**config.mk**
```make
export PLATFORM = sky130hd
export DESIGN_NAME = uart_cmd_bridge
export DESIGN_NICKNAME = d
export VERILOG_FILES = /design/src/rtl/uart_bridge_pkg.sv /design/src/rtl/bridge_timer.sv /design/src/rtl/uart_cmd_bridge.sv
export SDC_FILE = /design/constraint.sdc
export NUM_CORES = 1
export LEC_CHECK = 0
export BUFFER_PORTS_ARGS = -buffer_cell sky130_fd_sc_hd__buf_2
export CORE_UTILIZATION = 50
export CTS_BUF_LIST = sky130_fd_sc_hd__clkbuf_2 sky130_fd_sc_hd__clkbuf_4 sky130_fd_sc_hd__clkbuf_8
export DETAILED_ROUTE_END_ITERATION = 12
export GPL_TIMING_DRIVEN = 0
export PLACE_DENSITY = 0.83
export SKIP_LAST_GASP = 1
export SYNTH_ARGS = -nofsm -noshare
export SYNTH_HDL_FRONTEND = slang
export SYNTH_SLANG_ARGS = --single-unit
```
**constraint.sdc**
```tcl
create_clock -name clk -period 5.14 [get_ports clk]
set_clock_uncertainty 0.2 [all_clocks]
set_input_delay 0.257 -clock clk [delete_from_list [all_inputs] [get_ports clk]]
set_output_delay 0.257 -clock clk [all_outputs]
set_load 0.05 [all_outputs]
```
**src/rtl/uart_bridge_pkg.sv**
```systemverilog
// rtl/uart_bridge_pkg.sv - shared constants and FSM state type for the UART command bridge
//
// Opcodes:   OP_WRITE (0x57 'W'), OP_READ (0x52 'R')
// Responses: RSP_ACK  (0x4B 'K'), RSP_ERR (0x3F '?')
package uart_bridge_pkg;

    localparam logic [7:0] OP_WRITE = 8'h57;
    localparam logic [7:0] OP_READ  = 8'h52;
    localparam logic [7:0] RSP_ACK  = 8'h4B;
    localparam logic [7:0] RSP_ERR  = 8'h3F;

    typedef enum logic [2:0] {
        IDLE,
        GET_ADDR,
        GET_DATA,
        BUS_WR,
        BUS_RD,
        RD_WAIT,
        SEND
    } state_t;

endpackage

```
**src/rtl/bridge_timer.sv**
```systemverilog
// rtl/bridge_timer.sv - inter-byte timeout counter for the UART command bridge
//
// Parameter: TIMEOUT  cycles to expiry; 0 disables expiry
// Ports:     clk, rst (async, active-high)
//            clear    zero the count (wins over enable)
//            enable   count this cycle (waiting for a byte)
//            expired  combinational: enable is high and the count has reached TIMEOUT-1
module bridge_timer #(
    parameter int unsigned TIMEOUT = 1_000_000
) (
    input  logic clk,
    input  logic rst,
    input  logic clear,
    input  logic enable,
    output logic expired
);

    localparam logic [31:0] LIMIT = 32'(TIMEOUT) - 32'd1;

    logic [31:0] count;

    // The count saturates at LIMIT so a disabled timer (TIMEOUT=0) never wraps.
    always_ff @(posedge clk or posedge rst) begin
        if (rst) begin
            count <= 32'd0;
        end else if (clear) begin
            count <= 32'd0;
        end else if (enable && (count != LIMIT)) begin
            count <= count + 32'd1;
        end
    end

    assign expired = (TIMEOUT != 0) && enable && (count == LIMIT);

endmodule

```
**src/rtl/uart_cmd_bridge.sv**
```systemverilog
// rtl/uart_cmd_bridge.sv - UART byte-stream to register-bus command bridge
//
// Parameter: TIMEOUT   inter-byte timeout in clk cycles (0 disables)
// Ports:     clk, rst                 clock, async active-high reset
//            rx_empty, r_data, rd_uart  receive FIFO head and pop
//            tx_full, wr_uart, w_data   transmit FIFO push and response byte
//            bus_addr, bus_wdata, bus_we, bus_re, bus_rdata  register bus
//            cmd_err                  one-cycle protocol error pulse
//            busy                     high whenever the FSM is not idle
module uart_cmd_bridge
    import uart_bridge_pkg::*;
#(
    parameter int unsigned TIMEOUT = 1_000_000
) (
    input  logic       clk,
    input  logic       rst,
    input  logic       rx_empty,
    input  logic [7:0] r_data,
    output logic       rd_uart,
    input  logic       tx_full,
    output logic       wr_uart,
    output logic [7:0] w_data,
    output logic [7:0] bus_addr,
    output logic [7:0] bus_wdata,
    output logic       bus_we,
    output logic       bus_re,
    input  logic [7:0] bus_rdata,
    output logic       cmd_err,
    output logic       busy
);

    state_t     state;
    state_t     state_next;
    logic       is_write;

    logic       rd_uart_c;
    logic       cmd_err_c;
    logic       op_load;
    logic       addr_load;
    logic       data_load;
    logic       rsp_load;
    logic [7:0] rsp_next;
    logic       timer_clear;
    logic       timer_enable;
    logic       timer_expired;

    bridge_timer #(
        .TIMEOUT (TIMEOUT)
    ) u_timer (
        .clk     (clk),
        .rst     (rst),
        .clear   (timer_clear),
        .enable  (timer_enable),
        .expired (timer_expired)
    );

    always_ff @(posedge clk or posedge rst) begin
        if (rst) begin
            state     <= IDLE;
            is_write  <= 1'b0;
            w_data    <= 8'h00;
            bus_addr  <= 8'h00;
            bus_wdata <= 8'h00;
        end else begin
            state <= state_next;
            if (op_load) begin
                is_write <= (r_data == OP_WRITE);
            end
            if (addr_load) begin
                bus_addr <= r_data;
            end
            if (data_load) begin
                bus_wdata <= r_data;
            end
            if (rsp_load) begin
                w_data <= rsp_next;
            end
        end
    end

    always_comb begin
        state_next   = state;
        rd_uart_c    = 1'b0;
        cmd_err_c    = 1'b0;
        op_load      = 1'b0;
        addr_load    = 1'b0;
        data_load    = 1'b0;
        rsp_load     = 1'b0;
        rsp_next     = w_data;
        timer_clear  = 1'b0;
        timer_enable = 1'b0;

        case (state)
            IDLE: begin
                if (!rx_empty) begin
                    rd_uart_c = 1'b1;
                    if ((r_data == OP_WRITE) || (r_data == OP_READ)) begin
                        op_load     = 1'b1;
                        timer_clear = 1'b1;
                        state_next  = GET_ADDR;
                    end else begin
                        cmd_err_c  = 1'b1;
                        rsp_load   = 1'b1;
                        rsp_next   = RSP_ERR;
                        state_next = SEND;
                    end
                end
            end

            GET_ADDR: begin
                if (!rx_empty) begin
                    rd_uart_c = 1'b1;
                    addr_load = 1'b1;
                    if (is_write) begin
                        timer_clear = 1'b1;
                        state_next  = GET_DATA;
                    end else begin
                        state_next  = BUS_RD;
                    end
                end else begin
                    timer_enable = 1'b1;
                    if (timer_expired) begin
                        cmd_err_c  = 1'b1;
                        rsp_load   = 1'b1;
                        rsp_next   = RSP_ERR;
                        state_next = SEND;
                    end
                end
            end

            GET_DATA: begin
                if (!rx_empty) begin
                    rd_uart_c  = 1'b1;
                    data_load  = 1'b1;
                    state_next = BUS_WR;
                end else begin
                    timer_enable = 1'b1;
                    if (timer_expired) begin
                        cmd_err_c  = 1'b1;
                        rsp_load   = 1'b1;
                        rsp_next   = RSP_ERR;
                        state_next = SEND;
                    end
                end
            end

            BUS_WR: begin
                rsp_load   = 1'b1;
                rsp_next   = RSP_ACK;
                state_next = SEND;
            end

            BUS_RD: begin
                state_next = RD_WAIT;
            end

            // bus_rdata is valid here, one cycle after the bus_re strobe.
            RD_WAIT: begin
                rsp_load   = 1'b1;
                rsp_next   = bus_rdata;
                state_next = SEND;
            end

            SEND: begin
                if (!tx_full) begin
                    state_next = IDLE;
                end
            end

            default: begin
                state_next = IDLE;
            end
        endcase
    end

    // The pop and error pulse are decoded from live FIFO inputs, so they are
    // masked during reset to keep the FIFO untouched while rst is held.
    assign rd_uart = rd_uart_c & ~rst;
    assign cmd_err = cmd_err_c & ~rst;
    assign wr_uart = (state == SEND) && !tx_full;
    assign bus_we  = (state == BUS_WR);
    assign bus_re  = (state == BUS_RD);
    assign busy    = (state != IDLE);

endmodule

```
==> results.cfg <==
[logic_synthesis]
ys_types = 49
ys_ff_latch = 60
synth-main-ff-cell = dfrtp_1
ys_async_sr_fraction = 1.000
synth-seq-area-share = 0.4794
synthCells = 311
yosys.area.top_type_share = 0.4794
synth_edf_count = 0
synthTopCellsByArea = dfrtp_1 (48%), mux2_2 (5.8%), xor2_1 (3.9%), nor2_1 (3.2%), nand2_1 (2.6%)
syn_avg_cell_area_um2 = 10.07
synth_largest_area_cell = dfrtp_1
syn_nets = 332
yosysWarnings = 0
syn-cell-area_mm2 = 0.003132

[route]
wirelength_um = 7406
wire_per_inst_um = 16.03
drc = 0
dr.pass1.iters = 5
vias = 2756
drtAntennaViolNets = 0
drtIter0Drc = 181
viasPerCell = 5.965

[clocking]
post-cts-setup-buffers = 0
clk-insertion-delay-late_ns = 0.34
root_buffer = clkbuf_8
cts_tree = done
numClockSinks = 60
cts.repair.resized = 0
clkTransAtPathRegs_ns = 0.07
htree_levels = 3
cts_buffer_depth = 2
numCtsBuffers = 9

[power]
vdd_drop_max_mv = 0.5413
p_leak_nw = 1.660
total_power_mw = 1.945
power_density_mw_per_mm2 = 515.7

[layout]
final_net_count = 403
fin_util = 0.6297
syn_to_final_growth_pct = 20.46
drive_above_1_share = 0.2506
nFillCells = 468
antennaDiodeCount = 0

[setup_path]
worstPathRequired_ns = 4.68
startpoint_type = flop
cpPeakStageDelay_ns = 0.43
crit_fanout = 7
crit_start = u_timer.count[26]
regToRegStartpoint = state[2]
critical_path_class = reg -> out
path_cells = nor4_1 -> nand4_1 -> nor4_4 -> nor2_1 -> nor3_1 -> buf_2
worstPathArrival_ns = 2.57
cpMaxStageDelayCell = dfrtp_1
worst_setup_path_end_kind = output pin

[sta]
finalMaxSlewViolations = 0
slew_headroom = 0.2403
finalCritPeriodShare = 0.5898
rsz0062_at_grt = false
setup_viol = 0
worst_slack_ns = 2.109
fmax_ghz = 0.3299
period_minus_slack_ns = 3.032
hold_viol_final = 0
worstMarginPinSlew_ns = 1.130
fin_tns_setup_ns = 0
holdWs_ns = 0.02270

[global_routing]
grt_antenna_before_repair = 0
grt_usage = 0.2449
grt_pass1_vias = 2642
grt_max_degree = 37
grt_pass1_wl_um = 12260
grt_overflow = 0

[floorplan]
num_rows = 28
die_height_um = 81.14
die-area_mm2 = 0.006584
core_area_mm2 = 0.005991
start_util = 0.5228
die_x_um = 81.14
ioPinCount = 50

[placed_design]
port_buffers = 48
gp_congestion = 0.8484
dp_hpwl_um = 4884
dpl_worst_slack_ns = 2.412

[outcome]
run_status = completed

[flow_run]
max_cap_viol_count = 0

[worst_hold_path]
hp-class = in -> reg
min-delay-start = bus_rdata[2]
## cells by family (layout without fill, tap and decap cells)
| group | Yosys count | count (layout) | synth area share |
|---|---|---|---|
| DFF | 60 | 60 | 0.4794 |
| adders and majority gates | 1 | 1 | 0.003995 |
| muxes | 21 | 21 | 0.07351 |
| xor gates and xnor gates | 16 | 16 | 0.04475 |
| AOI/OAI and AO/OA | 54 | 54 | 0.1155 |
| and+or+nand+nor | 137 | 137 | 0.2541 |
| buffers and inverters | 22 | 98 | 0.02877 |
## worst max-delay path: cells and delay by family, from the launching register on
kind / cells / cell delay (ns)
and+or+nand+nor: 5 / 1.51
DFF: 1 / 0.43
buffers and inverters: 1 / 0.29
## worst paths after layout
path | cells after the start | slack [ns] | to
max | 6 | 2.11 | cmd_err
min | 3 | 0.02 | w_data[2]
max reg2reg | 6 | 2.40 | u_timer.count[25]
min reg2reg | 1 | 0.31 | u_timer.count[5]
max in group asynchronous | 4 | 3.83 | u_timer.count[1]
min in group asynchronous | 3 | 0.31 | u_timer.count[30]
## power by group
part           total [mW]  internal (mW)  switching, mW
clock               0.386          0.187          0.199
sequential          0.678          0.594         0.0842
combinational       0.882          0.249          0.633
## layout by cell type, fill, tap and decap left out, types with 4 or more instances in the layout
master	count
a211oi_1	4
a21oi_1	12
and3_1	6
buf_2	54
clkbuf_1	10
clkbuf_8	10
dfrtp_1	60
dlygate4sd3_1	11
inv_1	5
mux2_2	16
mux2i_1	5
nand2_1	22
nand3_1	12
nand4_1	13
nor2_1	27
nor3_1	12
nor4_1	9
o211ai_1	7
o21ai_0	11
o32ai_1	4
or3_1	9
or4_1	4
xor2_1	14
## cells in the mapped netlist (5+ instances only)
cell type  instances
xor2_1            14
buf_2              6
nor2_1            27
nand3_1           12
dfrtp_1           60
inv_1              6
or3_1              9
nor3_1            12
o211ai_1           7
clkbuf_1          10
nand4_1           13
and3_1             6
mux2_2            16
nor4_1             9
o21ai_0           11
a21oi_1           12
nand2_1           22
mux2i_1            5
## state kept, by name, indices dropped and copies added (netlist names)
signal	flops
w_data	8
u_timer.count	32
bus_wdata	8
state	3
is_write	1
bus_addr	8
## metal layers
metal | wire, um | track usage | vias to the layer above | part of all wire
met5 | 0 | 0 | - | 0
met2 | 3662 | 0.4235 | 118 | 0.49
met1 | 3254 | 0.3119 | 1319 | 0.44
li1 | - | - | 1309 | -
met4 | 68 | 0.05357 | 0 | 0.0092
met3 | 421 | 0.05506 | 10 | 0.057
## cell type report
type                       count  area, um^2  area share
buffer                        16       67.56     0.01791
sequential                    60        1501      0.3980
timing repair buffer          60       370.4     0.09818
clock buffer                  10       137.6     0.03648
clock inverter                 6       38.79     0.01028
tap                           75       93.84     0.02488
inverter                       6       22.52    0.005970
multi-input combinational    229        1540      0.4083
## what timing repair did
item / CTS / global route
hold buffers: 11 / 0
endpoints found under the hold margin: 41 / 0
endpoints found under the setup margin: 0 / 0
## through the flow
step,instance area [um^2],std cells
floorplan,3132,311
global placement,3466,434
detailed placement,3486,435
CTS,3772,462
global route,3772,462
finish,3772,462
Note: power is estimated with default switching activity, not from simulation.
